**src/rtl/serial_pkg.sv**
```systemverilog
// Shared types and constants for the 8051 mode-1 serial transmitter.
// Pure definitions; no logic, no latency.
package serial_pkg;

    localparam int DATA_BITS_DEF = 8;
    localparam int DIV_SMOD0_DEF = 32;
    localparam int DIV_SMOD1_DEF = 16;

    localparam logic START_BIT  = 1'b0;
    localparam logic STOP_BIT   = 1'b1;
    localparam int   FRAME_BITS = DATA_BITS_DEF + 2;

    typedef enum logic [1:0] {
        IDLE  = 2'd0,
        START = 2'd1,
        DATA  = 2'd2,
        STOP  = 2'd3
    } tx_state_e;

    function automatic int cnt_width(input int n);
        return (n > 1) ? $clog2(n) : 1;
    endfunction

endpackage

```
**src/rtl/baud_tick_div.sv**
```systemverilog
// Turns rising edges of Timer1 overflow into baud ticks and divides them by 16 or 32.
// bit_end is combinational in the cycle of the DIV-th tick; no backpressure.
module baud_tick_div
    import serial_pkg::*;
#(
    parameter int DIV_SMOD0 = DIV_SMOD0_DEF,
    parameter int DIV_SMOD1 = DIV_SMOD1_DEF
) (
    input  logic clk,
    input  logic rst,
    input  logic tf1,
    input  logic clear,
    input  logic div_sel,
    output logic bit_end
);

    localparam int DIV_MAX = (DIV_SMOD0 > DIV_SMOD1) ? DIV_SMOD0 : DIV_SMOD1;
    localparam int CW      = cnt_width(DIV_MAX);
    localparam logic [CW-1:0] LAST0 = CW'(DIV_SMOD0 - 1);
    localparam logic [CW-1:0] LAST1 = CW'(DIV_SMOD1 - 1);

    logic          r_tf1_q;
    logic [CW-1:0] r_cnt;
    logic          w_tick;
    logic [CW-1:0] w_last;
    logic          w_wrap;

    // A held-high tf1 produces exactly one tick.
    assign w_tick  = tf1 & ~r_tf1_q;
    assign w_last  = div_sel ? LAST1 : LAST0;
    assign w_wrap  = w_tick && (r_cnt == w_last);
    assign bit_end = w_wrap & ~clear;

    always_ff @(posedge clk or negedge rst) begin
        if (!rst) begin
            r_tf1_q <= 1'b0;
            r_cnt   <= '0;
        end else begin
            r_tf1_q <= tf1;
            if (clear || w_wrap) begin
                r_cnt <= '0;
            end else if (w_tick) begin
                r_cnt <= r_cnt + CW'(1);
            end
        end
    end

endmodule

```
**src/rtl/serial_tx_mode1.sv**
```systemverilog
// 8051 SCON mode-1 transmitter: start bit, DATA_BITS LSB first, stop bit; TI raised at stop-bit start.
// txd falls one clk after an accepted write; writes while busy are silently dropped.
module serial_tx_mode1
    import serial_pkg::*;
#(
    parameter int DATA_BITS = DATA_BITS_DEF,
    parameter int DIV_SMOD0 = DIV_SMOD0_DEF,
    parameter int DIV_SMOD1 = DIV_SMOD1_DEF
) (
    input  logic                 clk,
    input  logic                 rst,
    input  logic                 tf1,
    input  logic                 smod,
    input  logic                 sbuf_wr,
    input  logic [DATA_BITS-1:0] sbuf_data,
    input  logic                 ti_clr,
    output logic                 txd,
    output logic                 ti,
    output logic                 busy
);

    localparam int BW = cnt_width(DATA_BITS);
    localparam logic [BW-1:0] LAST_BIT = BW'(DATA_BITS - 1);

    tx_state_e            r_state;
    tx_state_e            w_state_nxt;
    logic [DATA_BITS-1:0] r_shift;
    logic [DATA_BITS-1:0] w_shift_nxt;
    logic [BW-1:0]        r_bit_cnt;
    logic [BW-1:0]        w_bit_cnt_nxt;
    logic                 r_smod_q;
    logic                 r_ti;
    logic                 w_accept;
    logic                 w_ti_set;
    logic                 w_bit_end;

    baud_tick_div #(
        .DIV_SMOD0 (DIV_SMOD0),
        .DIV_SMOD1 (DIV_SMOD1)
    ) u_baud (
        .clk     (clk),
        .rst     (rst),
        .tf1     (tf1),
        .clear   (w_accept),
        .div_sel (r_smod_q),
        .bit_end (w_bit_end)
    );

    always_ff @(posedge clk or negedge rst) begin
        if (!rst) begin
            r_state   <= IDLE;
            r_shift   <= '0;
            r_bit_cnt <= '0;
            r_smod_q  <= 1'b0;
            r_ti      <= 1'b0;
        end else begin
            r_state   <= w_state_nxt;
            r_shift   <= w_shift_nxt;
            r_bit_cnt <= w_bit_cnt_nxt;
            if (w_accept) begin
                r_smod_q <= smod;
            end
            // A set in the same cycle as a software clear wins.
            if (w_ti_set) begin
                r_ti <= 1'b1;
            end else if (ti_clr) begin
                r_ti <= 1'b0;
            end
        end
    end

    always_comb begin
        w_state_nxt   = r_state;
        w_shift_nxt   = r_shift;
        w_bit_cnt_nxt = r_bit_cnt;
        w_accept      = 1'b0;
        w_ti_set      = 1'b0;
        txd           = STOP_BIT;
        case (r_state)
            IDLE: begin
                if (sbuf_wr) begin
                    w_accept    = 1'b1;
                    w_shift_nxt = sbuf_data;
                    w_state_nxt = START;
                end
            end
            START: begin
                txd = START_BIT;
                if (w_bit_end) begin
                    w_state_nxt   = DATA;
                    w_bit_cnt_nxt = '0;
                end
            end
            DATA: begin
                txd = r_shift[0];
                if (w_bit_end) begin
                    w_shift_nxt = r_shift >> 1;
                    if (r_bit_cnt == LAST_BIT) begin
                        w_state_nxt = STOP;
                        w_ti_set    = 1'b1;
                    end else begin
                        w_bit_cnt_nxt = r_bit_cnt + BW'(1);
                    end
                end
            end
            STOP: begin
                if (w_bit_end) begin
                    w_state_nxt = IDLE;
                end
            end
            default: begin
                w_state_nxt = IDLE;
            end
        endcase
    end

    assign ti   = r_ti;
    assign busy = (r_state != IDLE);

endmodule

```
**config.mk**
```make
export PLATFORM = sky130hd
export DESIGN_NAME = serial_tx_mode1
export DESIGN_NICKNAME = d
export VERILOG_FILES = /design/src/rtl/serial_pkg.sv /design/src/rtl/baud_tick_div.sv /design/src/rtl/serial_tx_mode1.sv
export SDC_FILE = /design/constraint.sdc
export NUM_CORES = 1
export LEC_CHECK = 0
export BUFFER_PORTS_ARGS = -buffer_cell sky130_fd_sc_hd__buf_2
export CAP_MARGIN = 20
export CORE_AREA = 5 5 61 63
export CTS_BUF_LIST = sky130_fd_sc_hd__clkbuf_2 sky130_fd_sc_hd__clkbuf_4 sky130_fd_sc_hd__clkbuf_8
export CTS_CLUSTER_DIAMETER = 50
export DETAILED_ROUTE_END_ITERATION = 10
export DIE_AREA = 0 0 66 68
export HOLD_SLACK_MARGIN = 0.03
export SLEW_MARGIN = 20
export SYNTH_ARGS = -nofsm -noshare
export SYNTH_HDL_FRONTEND = slang
export SYNTH_HIERARCHICAL = 1
export SYNTH_SLANG_ARGS = --single-unit
```
**constraint.sdc**
```tcl
create_clock -name clk -period 3.8 [get_ports clk]
set_input_delay 0.76 -clock clk [delete_from_list [all_inputs] [get_ports clk]]
set_output_delay 0.76 -clock clk [all_outputs]
set_load 0.02 [all_outputs]
```
# After elaboration in Yosys (flattened, before gate mapping)
# Cells that the tools add are included.
# op_classes
add_sub_neg	2
bitwise_logic	4
reduce_logical	11
eq_ne	11
muxes	24
# ops
operator	count
2-to-1 mux 8 bit	2
one-hot mux 8 bit (2 select lines)	1
2-to-1 mux 5 bit	3
2-to-1 mux 2 bit	5
nonzero test 2 bit	5
2-to-1 mux 3 bit	3
one-hot mux 2 bit (4 select lines)	1
2-to-1 mux 1 bit	7
!= test 2 x 1 -> 1 bit, second input constant	3
!= test 2 bit, second input constant	3
one-hot mux 3 bit (2 select lines)	1
adder 5 x 1 -> 5 bit, second input constant	1
equality test 5 bit	1
AND reduction 5 bit	1
equality test 2 bit, second input constant	2
AND reduction 4 bit	1
adder 3 x 1 -> 3 bit, second input constant	1
equality test 3 bit, second input constant	1
AND reduction 3 bit	1
AND 1 bit	2
equality test 2 x 1 -> 1 bit, second input constant	1
zero test 2 bit	1
inverter 1 bit	2
one-hot mux 1 bit (2 select lines)	1
other kinds (2)	2
# word_totals
word_cells	59
reg_bits	21
output_inout_bits	3

# Longest topological paths before layout
# Gate-level depths: netlist of the first run.
# depth
depth_word	7
depth_mapped	8
mapped_depth_nobuf	7

# Modules after synthesis
# Netlist of the first run, hierarchy kept.
# by_module_without_submodules
mod	instances	area_each_um2	seq_area_each_um2	cells_per_inst
serial_tx_mode1	1	885.8	375.4	72
baud_tick_div	1	310.3	150.1	28

# Least setup slack after synthesis of the first run
# OpenSTA, ideal clock, no wires.
# synth_timing
kind	input to register
start	input sbuf_wr
end	register r_shift[0]
stages	6
t_required_ns	3.675
t_arrival_ns	2.223
slack_ns	1.451
path_buffers	1
cell_sequence	and2_1 > nor4_1 > mux2_4 > and2_4 > buf_6 > mux2_4
# synth_via
elab_chain_len	6
elab_cells_between_ends	7
classes_between	eq/ne: 2; mux: 2; bitwise: 2; reduce/logical: 1
# synth_lines
item	line	source
from (decl)	serial_tx_mode1.sv:14	input logic sbuf_wr,
2-to-1 mux 1 bit	serial_tx_mode1.sv:81	if (sbuf_wr) begin
2-to-1 mux 1 bit	serial_tx_mode1.sv:79	case (r_state)
inverter 1 bit	baud_tick_div.sv:32	assign bit_end = w_wrap & ~clear;
AND 1 bit	baud_tick_div.sv:32	
named net w_bit_end	serial_tx_mode1.sv:35	logic w_bit_end;
!= test 2 x 1 -> 1 bit (no source line)	--	
AND reduction 3 bit (no source line)	--	
to (signal assigned)	serial_tx_mode1.sv:58	r_shift <= w_shift_nxt;
to (decl)	serial_tx_mode1.sv:27	logic [DATA_BITS-1:0] r_shift;
# The timed path passes the listed nets, and every way through them passes these cells.
# A chain may end at the register's enable or synchronous reset.

# Worst setup path in the final report of the first run
# layout_timing
start	register r_state[0]
end	output txd
# layout_via
elab_chain_len	2
elab_cells_between_ends	3
classes_between	eq/ne: 2; mux: 1
# layout_lines
item	line	source
from (decl)	serial_tx_mode1.sv:25	tx_state_e r_state;
from (signal assigned)	serial_tx_mode1.sv:57	r_state <= w_state_nxt;
equality test 2 bit / equality test 2 x 1 -> 1 bit (equally long branches)	serial_tx_mode1.sv:79	
one-hot mux 1 bit (2 select lines) *	serial_tx_mode1.sv:79	
to (decl)	serial_tx_mode1.sv:17	output logic txd,
# Every way passes the cells marked *; elsewhere a longest branch is shown, timed or not.

==> results of run 1 <==
state kept, by name, indices dropped and copies added (netlist names):
signal	flops
ti	1
u_baud/r_tf1_q	1
r_shift	8
r_state	2
u_baud/r_cnt	5
r_bit_cnt	3
r_smod_q	1
cells by family after synthesis:
group                    Yosys count  share of synthesized area
flip-flops                        21                     0.4393
multiplexers                      21                     0.2197
adder cells (fa/ha/maj)            9                    0.09414
XOR/XNOR                           2                    0.01465
buffers and inverters             12                    0.05020
AND/OR/NAND/NOR                   24                     0.1213
AO/OA/AOI/OAI                     11                    0.06067
power groups by stage:
stage          Combinational, W  Clock (W)  Sequential (W)
3_3_place_gp           0.000425          0        0.000354
2_1_floorplan          0.000385          0        0.000340
3_5_place_dp           0.000443          0        0.000357
4_1_cts                0.000446   0.000116        0.000354
5_1_grt                0.000489   0.000126        0.000365
6_report               0.000441   0.000111        0.000354
final timing paths:
| path | startpoint | end | slack (ns) | cells past startpoint |
|---|---|---|---|---|
| setup / recovery | r_state[0] | txd | 1.20 | 5 |
| hold / removal | rst | u_baud/r_tf1_q | 0.39 | 1 |
| setup reg to reg | r_state[0] | r_shift[3] | 1.21 | 7 |
| hold reg to reg | r_shift[2] | r_shift[2] | 0.53 | 1 |
| max in group asynchronous | rst | u_baud/r_cnt[2] | 3.06 | 1 |
| min in group clk | r_shift[2] | r_shift[2] | 0.53 | 1 |
placed cells by master, fill, tap and decap left out, drive strengths merged, types with 2 or more instances in the layout:
cell / count
and2: 2
buf: 16
or3: 2
nand3b: 3
o21ai: 6
nand2: 5
nand2b: 2
dfrtp: 21
ha: 9
mux2: 18
nand3: 2
clkbuf: 3
nor2: 3
nor3: 2
mux2i: 3
inv: 9
through the flow:
step                hold WS [ns]  utilization  instances  power (W)
finish                    0.3878       0.4207        163  0.0009054
global route              0.4027       0.4207        163  0.0009800
CTS                       0.3903       0.4207        163  0.0009166
detailed placement        0.4952       0.4113        159  0.0008002
global placement          0.4954       0.4113        159  0.0007795
floorplan                 0.4644            -        100  0.0007254
area by class of cell:
cell class / count / area, um2
clock buffers: 3 / 22.52
clock inverters: 1 / 7.507
fillers: 317 / 1842
inverters: 9 / 33.78
multi-input cells: 67 / 610.6
flip-flops and latches: 21 / 525.5
well taps: 46 / 57.56
repair buffers: 16 / 80.08
critical path: cells and delay by family, from the launching register on:
family,cells,cell delay (ns)
adder cells (fa/ha/maj),1,0.57
AO/OA/AOI/OAI,1,0.10
flip-flops,1,0.43
buffers and inverters,2,0.34
AND/OR/NAND/NOR,1,0.09
per-layer routing:
layer	vias to the layer above	share of wire	wire length, um
met5	-	0	0
met4	0	0.011	23
met3	4	0.037	77
met2	13	0.47	979
met1	358	0.49	1017
li1	382	-	-
==> run metrics, run 1 <==
antenna diode count 0; PortBufs 16; gate count after technology mapping 100; Hold/Removal Path Class in2async; most common cell in the netlist dfrtp_1; Power Dens Cells 676.9 mW/mm2; CTS H-tree lvls 1; largest area contributor in the netlist dfrtp_1; max incr delay on CP 0.57 ns; Internal 0.0005768 W; first-pass GRT wire length 3760 um; core area 0.003179 mm2; Reg power frac 0.391; Final Max Tran Viols 0; top-area cell type share of the netlist area 0.4393; Crit Path Class reg2out; Net Sw Frac 0.3630; FP Rows 21; GRT busiest layer met2; Clock Path Buffers 2; VDD IR max 0.0003458 V; WP data required 3.04 ns; PostCTS Resize Cnt 0; met1 Usage GRT 0.1401; Slew HR 0.5643; Worst Path Max Fanout 15; Starting DRT DRC Count 18; WL final 2096 um; setup violators final 0; Synthesis Warnings 6; WP data arrival 1.84 ns; TNS Setup 0 ns; Post-route DRC 0; critical-path cell list inv_1, ha_1, nand2_1, o21ai_0, buf_2; fmax 385.3 MHz; combinational power share 0.487; layout cells sized above 1 0.3504; vias in the first global route 833; Post-CTS Setup Bufs 0; Sw Pwr 0.0003286 W; Initial Util 0.3762; met2 Use GR 0.1777; PnR worst setup slack 1.205 ns; Post-synth EDFFs 0; Worst Setup End Kind output port; hpwl dp 1587 um; TritonCTS Buffers 3; hold-fix buffers at CTS 0; top cells by count, synth 21 x dfrtp_1, 10 x mux2_2, 9 x ha_1, 9 x inv_1, 8 x mux2_4; Worst-path clk slew 0.13 ns; Setup Slack @ Placement 1.165 ns; count of cell types in the netlist 29; status finished clean; Layout Nets 141; Avg Inst Size Synth 11.96 um2; die height 68 um; Routed WL per cell 12.86 um; Area growth syn-to-layout 11.82%; Top Ports 17; grt total ovfl 0; FF+latch count, synth 21; placed inst area 0.001308 mm2; asr flop ratio synth 1.000; CTS tree built; Main synth FF type dfrtp_1; syn_nets 123; Area contributors post-synth dfrtp_1 44%, mux2_4 10%, ha_1 9.4%; P_leak 0.6467 nW; Clk network pwr share 0.123; Vias 757; routability cong. 0.6736; clock latency on the worst-skew pair 0.31 ns; clk root buf clkbuf_4; die width 66 um; final cell area excluding filler cells 0.001338 mm2; Worst Tran Pin Value 0.6475 ns; min cycle time layout 2.595 ns; slowest stage cell, crit path ha_1; CTS sink count 21; synthesized area 0.001196 mm2; largest net degree at the start of global routing 22; unrepaired setup endpoints after global routing no; Die Area 0.004488 mm2; Post-DRT Antenna Nets 0; met3 GRT Util 0.02627; DRT Pass-1 Iters 3; Clock Skew 0.01587 ns; MaxCap Viol Count 0; initial antenna violation count 0; period utilisation layout 0.6830; register area share after synthesis 0.4393; GRT Util Overall 0.1080; final hold vios 0; DR vias/cell 4.644; Critical Path Start Type flip-flop
Power figures use the tool's default switching activity.
==> run 2, diff against run 1 <==
Settings changed: ABC_AREA set to 1, CORE_AREA 5 5 61 63 to 5 5 63 65, DIE_AREA 0 0 66 68 to 0 0 68 70.
Clock period 3.8 ns to 2.54 ns, I/O delays scaled along.
==> run 2 against run 1 <==
Against the previous run: first-iteration DRC count grew 61%; critical path depth unchanged; global-route usage is 0.55 points higher; clock skew fell by 0.010 ns; non-clock buffer count up 1; count of clock-buffer cells in the layout is 1 higher; sequential power up 47%; die area grew 6.1%; register-to-register slack lost 0.43 ns; sequential cell count stayed put; synthesized cell count is 70% higher; combinational power increased by 44%; critical endpoint unchanged; highest routed layer unchanged.
==> run metrics, run 2 <==
routability cong. 0.7958; count of cell types in the netlist 19; unrepaired setup endpoints after global routing no; core area 0.003284 mm2; asr flop ratio synth 1.000; critical-path cell list inv_1, ha_1, nand2_1, o21ai_0, buf_2; min cycle time layout 2.052 ns; hold-fix buffers at CTS 0; final hold vios 0; TNS Setup 0 ns; Clock Skew 0.005675 ns; Post-DRT Antenna Nets 0; largest net degree at the start of global routing 22; most common cell in the netlist nand2_1; Starting DRT DRC Count 29; Synthesis Warnings 6; WL final 2325 um; Crit Path Class reg2out; Clock Path Buffers 2; Avg Inst Size Synth 7.551 um2; Layout Nets 212; Layout Utilization 0.4339; Top Ports 17; Worst Setup End Kind output port; Post-route DRC 0; final cell area excluding filler cells 0.001425 mm2; register area share after synthesis 0.4094; Worst Path Max Fanout 8; die height 70 um; grt total ovfl 0; Top Registers r_shift: 8 flops, u_baud/r_cnt: 5 flops, r_bit_cnt: 3 flops; clk root buf clkbuf_4; slowest stage cell, crit path dfrtp_1; P_leak 0.7754 nW; Area growth syn-to-layout 11.01%; max incr delay on CP 0.43 ns; CTS tree built; initial antenna violation count 0; Largest Register r_shift; CTS sink count 21; Worst-path clk slew 0.12 ns; hpwl dp 1803 um; vias in the first global route 1051; placed inst area 0.001395 mm2; Area contributors post-synth dfrtp_1 41%, nand2_1 18%, ha_1 8.8%; Power Dens Cells 932.3 mW/mm2; clock latency on the worst-skew pair 0.30 ns; Initial Util 0.3909; fmax 487.2 MHz; layout cells sized above 1 0.1809; commonest non-fill, non-tap cell in the layout nand2_1; FP Rows 21; Worst Tran Pin Value 0.4628 ns; DR vias/cell 4.432; Die Area 0.004760 mm2; top cells by count, synth 62 x nand2_1, 24 x inv_1, 21 x dfrtp_1, 14 x nand3_1, 11 x o21ai_0; syn_nets 193; Main synth FF type dfrtp_1; Critical Path Start Type flip-flop; Post-CTS Setup Bufs 0; top cell family by delay on the critical path flip-flops; period utilisation layout 0.8081; WP data required 2.03 ns; antenna diode count 0; TritonCTS Buffers 3; Power Total 0.001329 W; Vias 1037; most frequent cells in the layout 62 x nand2_1, 24 x inv_1, 21 x dfrtp_1; PostCTS Resize Cnt 0; FF+latch count, synth 21; DRT Pass-1 Iters 4; GRT Util Overall 0.1135; MaxCap Viol Count 0; Final Max Tran Viols 0; CTS H-tree lvls 1; Hold/Removal Path Class in2async; largest area contributor in the netlist dfrtp_1; max FFs per register 8; synthesized area 0.001284 mm2; PortBufs 16; Routed WL per cell 9.936 um; Post-synth EDFFs 0; status finished clean; top-area cell type share of the netlist area 0.4094; gate count after technology mapping 170; die width 68 um; first-pass GRT wire length 4340 um; setup violators final 0; WP data arrival 1.54 ns; Slew HR 0.6915; VDD IR max 0.0004101 V; worst path bufs/invs 2
[run 2: cell count changes after synthesis, moves of 5 or more]
cell / delta
mux2_4: -8
inv_1: +15
mux2_2: -10
nand3_1: +12
o21ai_0: +5
nand2_1: +57
[run 2: worst paths after layout]
check / start / slack (ns) / cells past startpoint / end
max in group asynchronous: rst / 2.08 / 1 / r_shift[0]
worst min-delay path: rst / 0.14 / 1 / r_shift[1]
worst min register to register: r_shift[1] / 0.48 / 2 / r_shift[1]
min in group clk: tf1 / 0.34 / 1 / u_baud/r_tf1_q
worst max-delay path: r_state[0] / 0.49 / 5 / txd
worst max register to register: u_baud/r_cnt[0] / 0.78 / 10 / r_shift[0]
[run 2: cells by family (layout without fill, tap and decap cells)]
| group | count (synthesis) | in the layout | share of synthesized area |
|---|---|---|---|
| AOI/OAI and AO/OA | 13 | 13 | 0.06043 |
| DFF | 21 | 21 | 0.4094 |
| buffers and inverters | 32 | 50 | 0.1111 |
| and+or+nand+nor | 95 | 95 | 0.3314 |
| adders and majority gates | 9 | 9 | 0.08772 |
[run 2: area by class of cell]
type                    count  area, um2
repair buffers             17      87.58
fillers                   337       1859
well taps                  46      57.56
flip-flops and latches     21      525.5
inverters                  29      108.9
clock buffers               4      30.03
multi-input cells         117      615.6
[run 2: through the flow]
stage	setup WS [ns]	hold WS [ns]	cells
after floorplan	0.6388	0.2124	170
after global placement	0.8052	0.4563	230
after detailed placement	0.7482	0.4603	230
after CTS	0.4618	0.1579	234
after global routing	0.3479	0.1691	234
final	0.4875	0.1421	234
[run 2: per-layer routing]
layer / vias up / share of wire / GRT usage
li1: 562 / - / -
met1: 463 / 0.50 / 0.1518
met2: 10 / 0.46 / 0.1799
met3: 2 / 0.034 / 0.02083
met4: 0 / 0.0069 / 0.03974
met5: - / 0 / 0
[run 2: report_power, final]
part	leakage (nW)	switching (W)	total, W	internal, W
combinational	0.485	0.000412	0.000636	0.000224
clock	0.0184	0.000100	0.000172	0.0000718
sequential	0.272	0.0000790	0.000521	0.000442
total	0.775	0.000591	0.00133	0.000737
==> run 3, diff against run 2 <==
Clock period 2.54 ns to 1.77 ns, I/O delays scaled along.
==> run 3 against run 2 <==
Against the previous run: wire length up 13%; count of clock-buffer cells in the layout did not move; critical path depth shrank 1; first-iteration DRC count increased by 69%; die area unchanged; cell count up 3.8%; sequential power rose by 44%; worst hold slack improved by 0.042 ns; largest cell class unchanged.
==> run metrics, run 3 (synthesized netlist as in run 2, its figures left out) <==
status finished clean; CTS sink count 21; commonest non-fill, non-tap cell in the layout nand2_1; Vias 1094; core area 0.003284 mm2; Hold/Removal Path Class in2reg; dpl cells 232; setup violators final 0; max FFs per register 8; die height 70 um; Largest Register r_shift; Routed WL per cell 10.77 um; TritonCTS Buffers 3; WL final 2616 um; CTS H-tree lvls 1; layout cells sized above 1 0.2538; Top Ports 17; period utilisation layout 0.9459; largest net degree at the start of global routing 22; Fillers 333; MaxCap Viol Count 0; FP Rows 21; Area growth syn-to-layout 19.88%; Top Registers r_shift: 8 flops, u_baud/r_cnt: 5 flops, r_bit_cnt: 3 flops; Clock Path Buffers 2; clock latency on the worst-skew pair 0.30 ns; Slew HR 0.6662; TNS Setup 0 ns; Reg area 526.8 um2; P_leak 0.8183 nW; clk root buf clkbuf_4; most frequent cells in the layout 61 x nand2_1, 23 x inv_1, 20 x dfrtp_1; CTS tree built; area of the multi-input gates 651.9 um2; Post-route DRC 0; final instance count without filler cells 243; die width 68 um; Die Area 0.004760 mm2; Worst Tran Pin Value 0.5008 ns; hpwl dp 1898 um; Worst-path clk slew 0.12 ns; PortBufs 16; Final Max Tran Viols 0; Clock Skew 0.003850 ns; Initial Util 0.3909; Layout Nets 221; DR vias/cell 4.502; final hold vios 0; initial antenna violation count 0; Worst Setup End Kind output port; DRT Pass-1 Iters 4; vias in the first global route 1071; Crit Path Class reg2out; antenna diode count 0; Post-DRT Antenna Nets 0; fmax 597.3 MHz; routability cong. 0.8665; VDD IR max 0.0006977 V; WP data arrival 1.32 ns; GRT Util Overall 0.1184; grt total ovfl 0; Layout Utilization 0.4686; first-pass GRT wire length 4478 um; Starting DRT DRC Count 49; Critical Path Start Type flip-flop; Power Dens Cells 1409 mW/mm2; Worst Path Max Fanout 2; WP data required 1.42 ns; min cycle time layout 1.674 ns
==> run 3: cell types whose count changed in the layout (fill, tap and decap cells not counted), moves of 2 or more <==
cell,before,now
buf_4,1,9
ha_1,9,6
o21ai_0,11,9
ha_4,0,2
==> run 3: layout make-up <==
type,instances,share of cell area
flip-flops and latches,21,0.3423
inverters,29,0.07073
clock buffers,4,0.01951
repair buffers,26,0.1065
multi-input cells,117,0.4236
well taps,46,0.03740
==> run 3: worst paths after layout <==
path | start | endpoint | slack, ns | cells after the start
max | r_state[0] | txd | 0.1 | 4
min | tf1 | u_baud/r_tf1_q | 0.18 | 1
max reg2reg | u_baud/r_cnt[1] | r_shift[4] | 0.13 | 10
min reg2reg | r_shift[3] | r_shift[3] | 0.49 | 2
max in group asynchronous | rst | u_baud/r_cnt[0] | 0.87 | 2
min in group asynchronous | rst | ti | 0.54 | 2
==> run 3: worst max-delay path, stage by stage, from the launching register on <==
cell and delay (ns):
dfrtp_1 0.42, buf_4 0.15, ha_2 0.18, o21ai_2 0.13, buf_6 0.13
==> run 3: repair_timing <==
| item | CTS | global route |
|---|---|---|
| pin swaps | 0 | 2 |
| gates resized for setup | 2 | 12 |
| setup endpoints to repair | 1 | 12 |
| buffers inserted | 2 | 4 |
| endpoints found under the hold margin | 21 | 0 |
| hold buffers | 1 | 0 |
==> run 3: per-layer routing <==
metal / GRT usage / part of all wire / routed length, um / vias to the layer above
li1: - / - / - / 579
met1: 0.1608 / 0.47 / 1218 / 489
met2: 0.1809 / 0.49 / 1283 / 22
met3: 0.02404 / 0.031 / 81 / 4
met4: 0.04636 / 0.013 / 33 / 0
met5: 0 / 0 / 0 / -
==> run 3: power breakdown <==
part | total (W) | internal, W | switching [W]
sequential | 0.000750 | 0.000636 | 0.000114
clock | 0.000252 | 0.000103 | 0.000149
combinational | 0.00117 | 0.000489 | 0.000678
==> run 3: metrics by stage <==
stage | instance area [um2] | worst slack, ns | hold WS, ns | total power, W
2_1_floorplan | 1284 | 0.02275 | 0.05841 | 0.001510
3_3_place_gp | 1410 | 0.09544 | 0.3467 | 0.001690
3_5_place_dp | 1410 | 0.01984 | 0.3469 | 0.001718
4_1_cts | 1468 | 0.006454 | 0.1771 | 0.002014
5_1_grt | 1539 | -0.01388 | 0.1760 | 0.002383
6_report | 1539 | 0.09575 | 0.1843 | 0.002169
